File: src/rtl/clk_div_pkg.sv
// Shared constants for the clock divider timebase.
// Holds the board clock frequency, common divisor presets and a helper
// that converts a desired tick frequency into a divisor value.
package clk_div_pkg;

  // 12 MHz board oscillator
  localparam int unsigned CLK_HZ = 12000000;

  // 20 Hz tick / 10 Hz square output
  localparam int unsigned DIV_10HZ_SQ = 600000;
  // 1 kHz tick / 500 Hz square output
  localparam int unsigned DIV_1KHZ = 12000;

  // Divisor giving a tick rate of f Hz. A zero request maps to a stopped
  // channel (divisor 0) instead of dividing by zero.
  function automatic int unsigned hz_to_div(input int unsigned f);
    if (f == 0) begin
      return 0;
    end
    return CLK_HZ / f;
  endfunction

endpackage

File: src/rtl/clk_div_chan.sv
// One divider channel: divisor register, counter, tick strobe and
// 50%-duty square output, including the per-channel priority
// (reset > write > sync > count).
// Ports:
//   CLK, RST  clock and synchronous active-high reset
//   en        count enable
//   sync      restart counter and square output
//   wr        write strobe already decoded for this channel
//   wr_div    divisor value to load on wr
//   tick      registered one-cycle strobe every div cycles
//   sq        registered square output, period 2*div
module clk_div_chan
  import clk_div_pkg::*;
#(
  parameter int          DIV_W   = 20,
  parameter int unsigned DEF_DIV = DIV_10HZ_SQ
) (
  input  logic             CLK,
  input  logic             RST,
  input  logic             en,
  input  logic             sync,
  input  logic             wr,
  input  logic [DIV_W-1:0] wr_div,
  output logic             tick,
  output logic             sq
);

  logic [DIV_W-1:0] div_q, div_d;
  logic [DIV_W-1:0] cnt_q, cnt_d;
  logic             sq_q, sq_d;
  logic             tick_q, tick_d;

  always_comb begin
    div_d  = div_q;
    cnt_d  = cnt_q;
    sq_d   = sq_q;
    tick_d = 1'b0;
    if (wr) begin
      // A write also restarts the channel so cnt can never sit above a
      // newly written, smaller divisor.
      div_d = wr_div;
      cnt_d = '0;
      sq_d  = 1'b0;
    end else if (sync) begin
      cnt_d = '0;
      sq_d  = 1'b0;
    end else if (div_q == '0) begin
      // Divisor zero parks the channel with everything low.
      cnt_d = '0;
      sq_d  = 1'b0;
    end else if (en) begin
      if (cnt_q == div_q - DIV_W'(1)) begin
        cnt_d  = '0;
        tick_d = 1'b1;
        sq_d   = ~sq_q;
      end else begin
        cnt_d = cnt_q + DIV_W'(1);
      end
    end
  end

  always_ff @(posedge CLK) begin
    if (RST) begin
      div_q  <= DIV_W'(DEF_DIV);
      cnt_q  <= '0;
      sq_q   <= 1'b0;
      tick_q <= 1'b0;
    end else begin
      div_q  <= div_d;
      cnt_q  <= cnt_d;
      sq_q   <= sq_d;
      tick_q <= tick_d;
    end
  end

  assign tick = tick_q;
  assign sq   = sq_q;

endmodule

File: src/rtl/clk_div_multi.sv
// Multi-channel programmable tick / square-wave generator used as the
// system timebase. Holds the divisor write decode and the write
// acknowledge/error pulses; each channel is a clk_div_chan instance.
// Ports:
//   CLK, RST  clock and synchronous active-high reset
//   en        global count enable
//   sync      restart all channels in phase
//   wr_en     divisor write strobe
//   wr_ch     channel index for the write
//   wr_div    divisor value
//   wr_ack    one-cycle pulse after an accepted write
//   wr_err    one-cycle pulse after a write to a nonexistent channel
//   tick      per-channel one-cycle strobe
//   sq        per-channel square output
module clk_div_multi
  import clk_div_pkg::*;
#(
  parameter int          NUM_CH  = 4,
  parameter int          DIV_W   = 20,
  parameter int unsigned DEF_DIV = DIV_10HZ_SQ,
  parameter int          CH_W    = (NUM_CH > 1) ? $clog2(NUM_CH) : 1
) (
  input  logic              CLK,
  input  logic              RST,
  input  logic              en,
  input  logic              sync,
  input  logic              wr_en,
  input  logic [CH_W-1:0]   wr_ch,
  input  logic [DIV_W-1:0]  wr_div,
  output logic              wr_ack,
  output logic              wr_err,
  output logic [NUM_CH-1:0] tick,
  output logic [NUM_CH-1:0] sq
);

  logic              wr_valid;
  logic [NUM_CH-1:0] wr_sel;
  logic              wr_ack_q, wr_ack_d;
  logic              wr_err_q, wr_err_d;

  // One extra bit so the range check stays meaningful when NUM_CH is not
  // a power of two (wr_ch can then name channels that do not exist).
  assign wr_valid = wr_en && ({1'b0, wr_ch} < (CH_W+1)'(NUM_CH));

  always_comb begin
    wr_ack_d = wr_valid;
    wr_err_d = wr_en && !wr_valid;
  end

  always_ff @(posedge CLK) begin
    if (RST) begin
      wr_ack_q <= 1'b0;
      wr_err_q <= 1'b0;
    end else begin
      wr_ack_q <= wr_ack_d;
      wr_err_q <= wr_err_d;
    end
  end

  assign wr_ack = wr_ack_q;
  assign wr_err = wr_err_q;

  generate
    for (genvar gi = 0; gi < NUM_CH; gi++) begin : g_chan
      assign wr_sel[gi] = wr_valid && (wr_ch == CH_W'(gi));

      clk_div_chan #(
        .DIV_W   (DIV_W),
        .DEF_DIV (DEF_DIV)
      ) u_chan (
        .CLK    (CLK),
        .RST    (RST),
        .en     (en),
        .sync   (sync),
        .wr     (wr_sel[gi]),
        .wr_div (wr_div),
        .tick   (tick[gi]),
        .sq     (sq[gi])
      );
    end
  endgenerate

endmodule

File: config.mk
export PLATFORM = sky130hd
export DESIGN_NAME = clk_div_multi
export DESIGN_NICKNAME = d
export VERILOG_FILES = /design/src/rtl/clk_div_pkg.sv /design/src/rtl/clk_div_chan.sv /design/src/rtl/clk_div_multi.sv
export SDC_FILE = /design/constraint.sdc
export NUM_CORES = 1
export LEC_CHECK = 0
export ABC_AREA = 0
export CAP_MARGIN = 20
export CELL_PAD_IN_SITES_DETAIL_PLACEMENT = 0
export CELL_PAD_IN_SITES_GLOBAL_PLACEMENT = 1
export CORE_ASPECT_RATIO = 1.25
export CORE_MARGIN = 3
export CORE_UTILIZATION = 52
export CTS_BUF_LIST = sky130_fd_sc_hd__clkbuf_4 sky130_fd_sc_hd__clkbuf_8
export DETAILED_ROUTE_END_ITERATION = 8
export GPL_TIMING_DRIVEN = 1
export HOLD_SLACK_MARGIN = 0.02
export PLACE_DENSITY_LB_ADDON = 0.15
export SYNTH_ARGS = -nofsm -noshare
export SYNTH_HDL_FRONTEND = slang
export SYNTH_SLANG_ARGS = --single-unit
File: constraint.sdc
create_clock -name CLK -period 8.27 [get_ports CLK]
set_input_delay 2.0675 -clock CLK [delete_from_list [all_inputs] [get_ports CLK]]
set_output_delay 2.0675 -clock CLK [all_outputs]
set_load 0.005 [all_outputs]
==> results.cfg <==
[run_status]
status = complete, no violations

[layout]
final_nets = 1247
final_area_mm2 = 0.0105
nFillCells = 1728
layout_common_cells = nand2_1, dfxtp_1, nor2_1
final_common_cell = nand2_1
area_growth_pct = 8.85
diodes = 0
drive_above_1_share_pct = 4.98

[sta]
worst_pin_slew_ns = 0.996
relSlewSlack_pct = 33.0
min_period_ns = 4.23
max_freq_mhz = 237
hold_violations = 0
drv_slew = 0
setup_viol = 0
rsz0062_at_grt = no
fin_setup_tns_ns = 0
period_share_pct = 51.1
finalClockSkew_ns = 0.0121

[synth]
synth_fp_nets = 1249
synthFlopType = dfxtp_1
synth_cell_types = 68
ys_seq_area_share_pct = 35.0
synthArstFlopShare_pct = 0
syn_area_mm2 = 0.00966
ys_ff_latch = 169
yosysWarnings = 0
synth_edf_count = 0
synth_cells = 1214
syn_area_per_cell_um2 = 7.96

[place]
placed_area_mm2 = 0.0101
io_buffers = 35
place_congestion = 0.949
dp_hpwl_um = 17300

[clock_tree]
cts_made_buffers = 17
holdBufCountCts = 0
htree_num_levels = 4
clockBufferDepth = 2
clk_pin_slew_ns = 0.09
clk_latency_ns = 0.47
cts_resized = 0
cts.sinks = 169
cts_root_buf = clkbuf_8
post-cts-setup-buffers = 0
cts_tree = done

[worst_setup_path]
crit_type = in2reg
path_cells = clkdlybuf4s50_1 > buf_4 > nand4_1 > or4_1 > nor3_1 > nand3_1 > xor2_1 > nor3_1
cpPeakStageDelay_ns = 0.61
crit_path_end_kind = flip-flop
arrival_ns = 4.60
cp.required_ns = 8.65
critPathMostFrequentCell = nor3_1
slowest_stage = or4_1
cp-start-kind = primary input
worst-path-max-fanout = 28

[grt]
grt_usage_pct = 24.2
grt_max_degree = 83
overflow = 0
antenna_found_initial = 0
grt_pass1_vias = 7789
grt_pass1_wl_um = 39800

[route]
drtAntennaViolNets = 0
firstDrtPassIters = 5
wl_per_cell_um = 16.5
drt_iter0_markers = 569
vias = 8353
viasPerCell = 5.75
routed_wl_um = 24000
route.detailed.drc = 0

[power]
switching_share_pct = 25.4
seq_power_share_pct = 50.8
leakage_nw = 3.59
p_clk_share_pct = 39.7
p_sw_mw = 0.430
cellPowerDensity_mw_per_mm2 = 161
p_int_mw = 1.26
pwr-share-comb_pct = 9.5
vdd_drop_max_uv = 108

[die]
die_x_um = 128
start_util_pct = 53.2
die_area_mm2 = 0.0203
die_y_um = 158
rows = 55
coreArea_mm2 = 0.0182
pin_count = 37

[job]
maxCapViolations = 0

[hold_path]
hold_class = reg2reg
==> power groups by stage <==
stage / Sequential (mW) / Clock [mW] / Combinational (mW)
after floorplan: 0.867 / 0 / 0.117
final: 0.859 / 0.671 / 0.161
after global routing: 0.863 / 0.714 / 0.179
after global placement: 0.878 / 0 / 0.159
after detailed placement: 0.878 / 0 / 0.160
after CTS: 0.859 / 0.685 / 0.161
==> kinds of logic after synthesis <==
| family | share of synthesized area [%] |
|---|---|
| AND/OR/NAND/NOR | 32.2 |
| XOR/XNOR | 16.2 |
| flip-flops | 35.0 |
| AO/OA/AOI/OAI | 11.3 |
| buffers and inverters | 3.91 |
| adder cells (fa/ha/maj) | 1.04 |
| multiplexers | 0.311 |
| other | 0.0388 |
==> through the flow <==
step | utilization, % | hold WS (ns) | total power [mW] | std cells | setup slack, ns
finish | 57.9 | 0.470 | 1.69 | 1453 | 4.04
global route | 57.9 | 0.505 | 1.76 | 1453 | 3.91
CTS | 57.9 | 0.474 | 1.70 | 1453 | 4.06
detailed placement | 55.3 | 0.462 | 1.04 | 1421 | 3.55
global placement | 55.3 | 0.456 | 1.04 | 1421 | 3.68
floorplan | - | 0.443 | 0.983 | 1214 | 4.42
==> layout make-up <==
class / count / area [um2] / share of cell area (%)
Clock inverter: 10 / 165 / 1.57
Inverter: 24 / 90.1 / 0.857
Multi-Input combinational cell: 959 / 5900 / 56.1
Timing Repair Buffer: 41 / 390 / 3.71
Clock buffer: 22 / 297 / 2.82
Tap cell: 228 / 285 / 2.71
Sequential cell: 169 / 3380 / 32.2
==> sequential cells by signal, indices dropped and copies added (netlist names) <==
| signal | flops |
|---|---|
| wr_ack | 1 |
| g_chan.u_chan.sq | 4 |
| g_chan.u_chan.tick | 4 |
| g_chan.u_chan.div_q | 80 |
| g_chan.u_chan.cnt_q | 80 |
==> synth_stat cells, types with 14 or more instances <==
library cell / instances / share of area, %
nand3_1: 44 / 2.3
clkbuf_1: 41 / 1.6
nor2_1: 97 / 3.8
inv_1: 24 / 0.93
a21oi_1: 59 / 3.1
nand4_1: 33 / 2.1
nand3b_1: 37 / 2.9
nand2_1: 217 / 8.4
and3_1: 21 / 1.4
xor2_1: 86 / 7.8
o211ai_1: 14 / 1.1
nor4_1: 16 / 1.0
dfxtp_1: 169 / 35
nor3_1: 74 / 3.8
xnor2_1: 93 / 8.4
==> worst max-delay path: cells and delay by family <==
kind                   cells  cell delay (ns)
buffers and inverters      2             0.80
XOR/XNOR                   1             0.17
AND/OR/NAND/NOR            5             1.56
==> final timing paths <==
kind	from	to	slack, ns	cells past startpoint
worst max register to register	g_chan[2].u_chan.div_q[0]$_SDFFE_PP0P_	g_chan[2].u_chan.cnt_q[18]$_SDFFE_PP0P_	4.60	9
worst max-delay path	en	g_chan[1].u_chan.cnt_q[19]$_SDFFE_PP0P_	4.04	8
worst min register to register	g_chan[2].u_chan.sq$_SDFFE_PP0P_	g_chan[2].u_chan.sq$_SDFFE_PP0P_	0.47	2
worst min-delay path	g_chan[2].u_chan.sq$_SDFFE_PP0P_	g_chan[2].u_chan.sq$_SDFFE_PP0P_	0.47	2
==> layer usage <==
| metal | GRT usage [%] | share of wire, % | vias to the layer above |
|---|---|---|---|
| li1 | - | - | 4243 |
| met1 | 32.0 | 47 | 3934 |
| met2 | 41.0 | 49 | 147 |
| met3 | 4.23 | 3.0 | 29 |
| met4 | 6.32 | 1.5 | 0 |
| met5 | 0 | 0 | - |
No activity file was read; power rests on OpenSTA's default activity.
==> patch 1 (same flow settings) <==
Change the parameter `NUM_CH` from 4 to 2.
--- a/src/rtl/clk_div_multi.sv
+++ b/src/rtl/clk_div_multi.sv
@@ -15,7 +15,7 @@
 module clk_div_multi
   import clk_div_pkg::*;
 #(
-  parameter int          NUM_CH  = 4,
+  parameter int          NUM_CH  = 2,
   parameter int          DIV_W   = 20,
   parameter int unsigned DEF_DIV = DIV_10HZ_SQ,
   parameter int          CH_W    = (NUM_CH > 1) ? $clog2(NUM_CH) : 1
Interface: changed (resized sq, tick and wr_ch); port bits go from 37 to 32. No check against the original RTL was run, so the function may have changed too.
==> patch 1 against the original RTL <==
- first-iteration DRC count decreased by 75%
- setup slack better by 0.056 ns
- sequential cell count fell by 84
- synthesized area fell by 50%
- wire length decreased by 53%
- clock skew is 0.0032 ns lower
- total power is 52% lower
- largest cell class unchanged
- final area shrank 50%
==> patch 1: results (changes against the original RTL) <==
* CP max stage delay at 0.82 ns (+0.21 ns)
* Nets at 646 (-48%)
* Multi-input gates at 480 (-50%)
* Yosys reg bits at 85 (-50%)
* Vias at 4143 (-50%)
* Clock Power at 0.266 mW (-60%)
* Vias in the first global route at 3952 (-49%)
* Grt met2 use at 0.398 (-0.0125)
* Clock buffer count at 12 (-45%)
* Area grow syn2layout at 10.0%
* Met3 usage at 0.0412 (-0.00106)
* Largest net degree at the start of global routing at 44 (-47%)
* Global placement routability congestion at 0.871 (-8.2%)
* Non-clk bufs at 32 (-22%)
* Power Sequential at 0.439 mW (-49%)
* Slew headroom at 0.407 (+0.0771)
* HP Start: g_chan[1].u_chan.sq$_SDFFE_PP0P_
* Reg2Reg Setup Slack at 4.75 ns (+0.15 ns)
* NonClk Buf Share at 0.0599 (+0.0227)
* WHS Endpoint: g_chan[1].u_chan.sq$_SDFFE_PP0P_
* Peak supply drop at 83.4 uV (-22%)
* Reg power frac at 0.545 (+0.037)
* Leading registers by flop count: g_chan.u_chan.cnt_q x40, g_chan.u_chan.div_q x40
* Status: completed
* Inverters at 8 (-67%)
* Distinct cells, synth at 59 (-13%)
* DR pass1 iterations at 4 (-1)
* Hold_ws at 0.492 ns (+0.0214 ns)
* Metal2 WL at 5830 um (-50%)
* Clk_lat worst skew at 0.35 ns (-0.12 ns)
* Highest-delay cell along the critical path: clkdlybuf4s50_1
* Worst flop-to-flop path startpoint: g_chan[0].u_chan.div_q[0]$_SDFFE_PP0P_
* FF-to-FF path depth at 10 (+1)
* Avg Cell Area, Syn at 7.93 um2 (-0.39%)
* ClkCell Share at 0.0335 (-0.0104)
[patch 1: changes by cell type in the layout (fill, tap and decap cells not counted), sizes merged, moves of 16 or more]
cell / before / now
a21oi: 59 / 36
dfxtp: 169 / 85
inv: 24 / 8
nand2: 217 / 118
nand3: 44 / 18
nand3b: 37 / 20
nand4: 34 / 13
nor2: 97 / 59
nor3: 74 / 23
xnor2: 93 / 39
xor2: 86 / 39
[patch 1: worst min-delay path, cell delays in order, from the launching register on]
cell and delay [ns]:
dfxtp_1 0.32, o21ai_0 0.07, a21oi_1 0.06
[patch 1: kinds of logic (layout without fill, tap and decap cells)]
kind of cell               count (synthesis)  count (layout)  share of synthesized area
AOI/OAI and AO/OA                         81              81                      0.115
and+or+nand+nor                          311             311                      0.325
muxes                                      5               5                     0.0112
xor gates and xnor gates                  78              78                      0.143
adders and majority gates                  4               4                     0.0105
other                                      1               1                   0.000783
DFF                                       85              85                      0.355
buffers and inverters                     39              56                     0.0400
==> patch 2 (config.mk and constraints unchanged) <==
Without the edit above. Reset style: asynchronous (`RST`), changed in 2 clocked blocks. Comments in the files are not updated.
--- a/src/rtl/clk_div_chan.sv
+++ b/src/rtl/clk_div_chan.sv
@@ -59,7 +59,7 @@
     end
   end
 
-  always_ff @(posedge CLK) begin
+  always_ff @(posedge CLK or posedge RST) begin
     if (RST) begin
       div_q  <= DIV_W'(DEF_DIV);
       cnt_q  <= '0;
--- a/src/rtl/clk_div_multi.sv
+++ b/src/rtl/clk_div_multi.sv
@@ -47,7 +47,7 @@
     wr_err_d = wr_en && !wr_valid;
   end
 
-  always_ff @(posedge CLK) begin
+  always_ff @(posedge CLK or posedge RST) begin
     if (RST) begin
       wr_ack_q <= 1'b0;
       wr_err_q <= 1'b0;
Behaviour: differs if RST is asserted again (counterexample within 4 cycles, from zero or initial values and one cycle with RST high); with RST held inactive, the same outputs for 4 cycles.
==> patch 2 against the original RTL <==
- wire length rose by 12%
- critical path depth fell by 1
- maximum frequency fell by 14%
- hold slack improved by 0.0016 ns
- sequential cell count did not move
- critical path type unchanged
- synthesized cell count fell by 2.7%
- synthesized area rose by 11%
- count of clock-buffer cells in the layout fell by 4
- clock skew rose by 0.0037 ns
- setup slack got worse by 0.70 ns
- register-to-register slack got worse by 0.20 ns
- final area rose by 9.7%
Power is not compared: it rests on default switching activity, and its combinational part moved more than twofold at a synthesized area within 25%.
==> patch 2: results (changes against the original RTL) <==
* WHS Endpoint: g_chan[3].u_chan.sq$_DFFE_PP0P_
* Post-Syn Nets at 1216 (-2.6%)
* Xor/xnor share of the synthesized area at 0.106 (-0.0560)
* Grt met2 use at 0.403 (-0.00754)
* CP Max Fanout at 23 (-18%)
* Synth Flop Type: dfrtp_1
* FF-to-FF path depth at 10 (+1)
* Met1 Track Usage GR at 0.331 (+0.0107)
* Final WL at 26800 um (+12%)
* Synth Instances at 1181 (-2.7%)
* Global placement routability congestion at 0.899 (-5.3%)
* CP delay by family, top: compound AO/OA/AOI/OAI gates
* DP HPWL at 19400 um (+12%)
* Highest-delay cell along the critical path: a311oi_1
* WL met1 at 12300 um (+10%)
* Iteration-0 DRC Markers at 661 (+16%)
* DR WL/cell at 18.5 um (+12%)
* Post-Synth Adder-Cell Area at 0.00934 (-0.00102)
* CP max stage delay at 0.91 ns (+0.30 ns)
* Clock Path Buffers at 2 (unchanged)
* Post-Route Skew at 0.0157 ns (+0.00366 ns)
* Share of cells above drive strength 1 at 0.123 (+0.0733)
* WP data arrival at 5.32 ns (+0.72 ns)
* Metal2 WL at 12900 um (+9.5%)
* HP Start: g_chan[3].u_chan.sq$_DFFE_PP0P_
* Hold_ws at 0.472 ns (+0.00161 ns)
* Multiplexer share of the synthesized area at 0.0710 (+0.0679)
* Final setup margin at 3.34 ns (-0.704 ns)
* Top cells by area, synth: dfrtp_1 (32%), dfstp_2 (7.8%), xnor2_1 (6.3%)
* Reg2reg end: g_chan[2].u_chan.cnt_q[4]$_DFFE_PP0P_
* Post-synth ARST share at 1.00 (+1.00)
* Global-route wire length before repair at 44400 um (+12%)
* Largest net degree at the start of global routing at 105 (+27%)
* Pre-CTS WS at 2.89 ns (-0.661 ns)
* Placed insts at 1417 (-0.28%)
* CP Launch Point: wr_ch[0]
* Status: completed
* Reg2Reg Setup Slack at 4.40 ns (-0.20 ns)
* Crit path to: g_chan[2].u_chan.cnt_q[6]$_DFFE_PP0P_
* Ys Warns at 0 (unchanged)
* Vias in the first global route at 8556 (+9.8%)
* Sequential-to-total area share from yosys stat at 0.398 (+0.0482)
* Synth Area in Compound Gates at 0.118 (+0.00476)
==> patch 2: cell types whose count changed after synthesis, sizes merged, moves of 28 or more <==
| cell | before | now |
|---|---|---|
| nand2 | 217 | 131 |
| xor2 | 86 | 53 |
| dfxtp | 169 | 0 |
| nor3 | 74 | 46 |
| dfstp | 0 | 32 |
| dfrtp | 0 | 137 |
| a21oi | 59 | 28 |
| mux2 | 0 | 56 |
==> patch 2: layout make-up <==
class / instances / share of cell area
multi-input cells: 911 / 0.520
flip-flops and latches: 169 / 0.370
repair buffers: 38 / 0.0323
well taps: 270 / 0.0293
clock buffers: 18 / 0.0215
clock inverters: 13 / 0.0167
inverters: 29 / 0.00987
==> patch 2: power groups by stage <==
stage | Sequential, mW | Combinational [mW] | Clock, mW
after floorplan | 1.00 | 0.362 | 0
after global placement | 1.06 | 0.421 | 0
after detailed placement | 1.06 | 0.427 | 0
after CTS | 1.04 | 0.429 | 0.687
after global routing | 1.06 | 0.482 | 0.717
final | 1.05 | 0.430 | 0.673
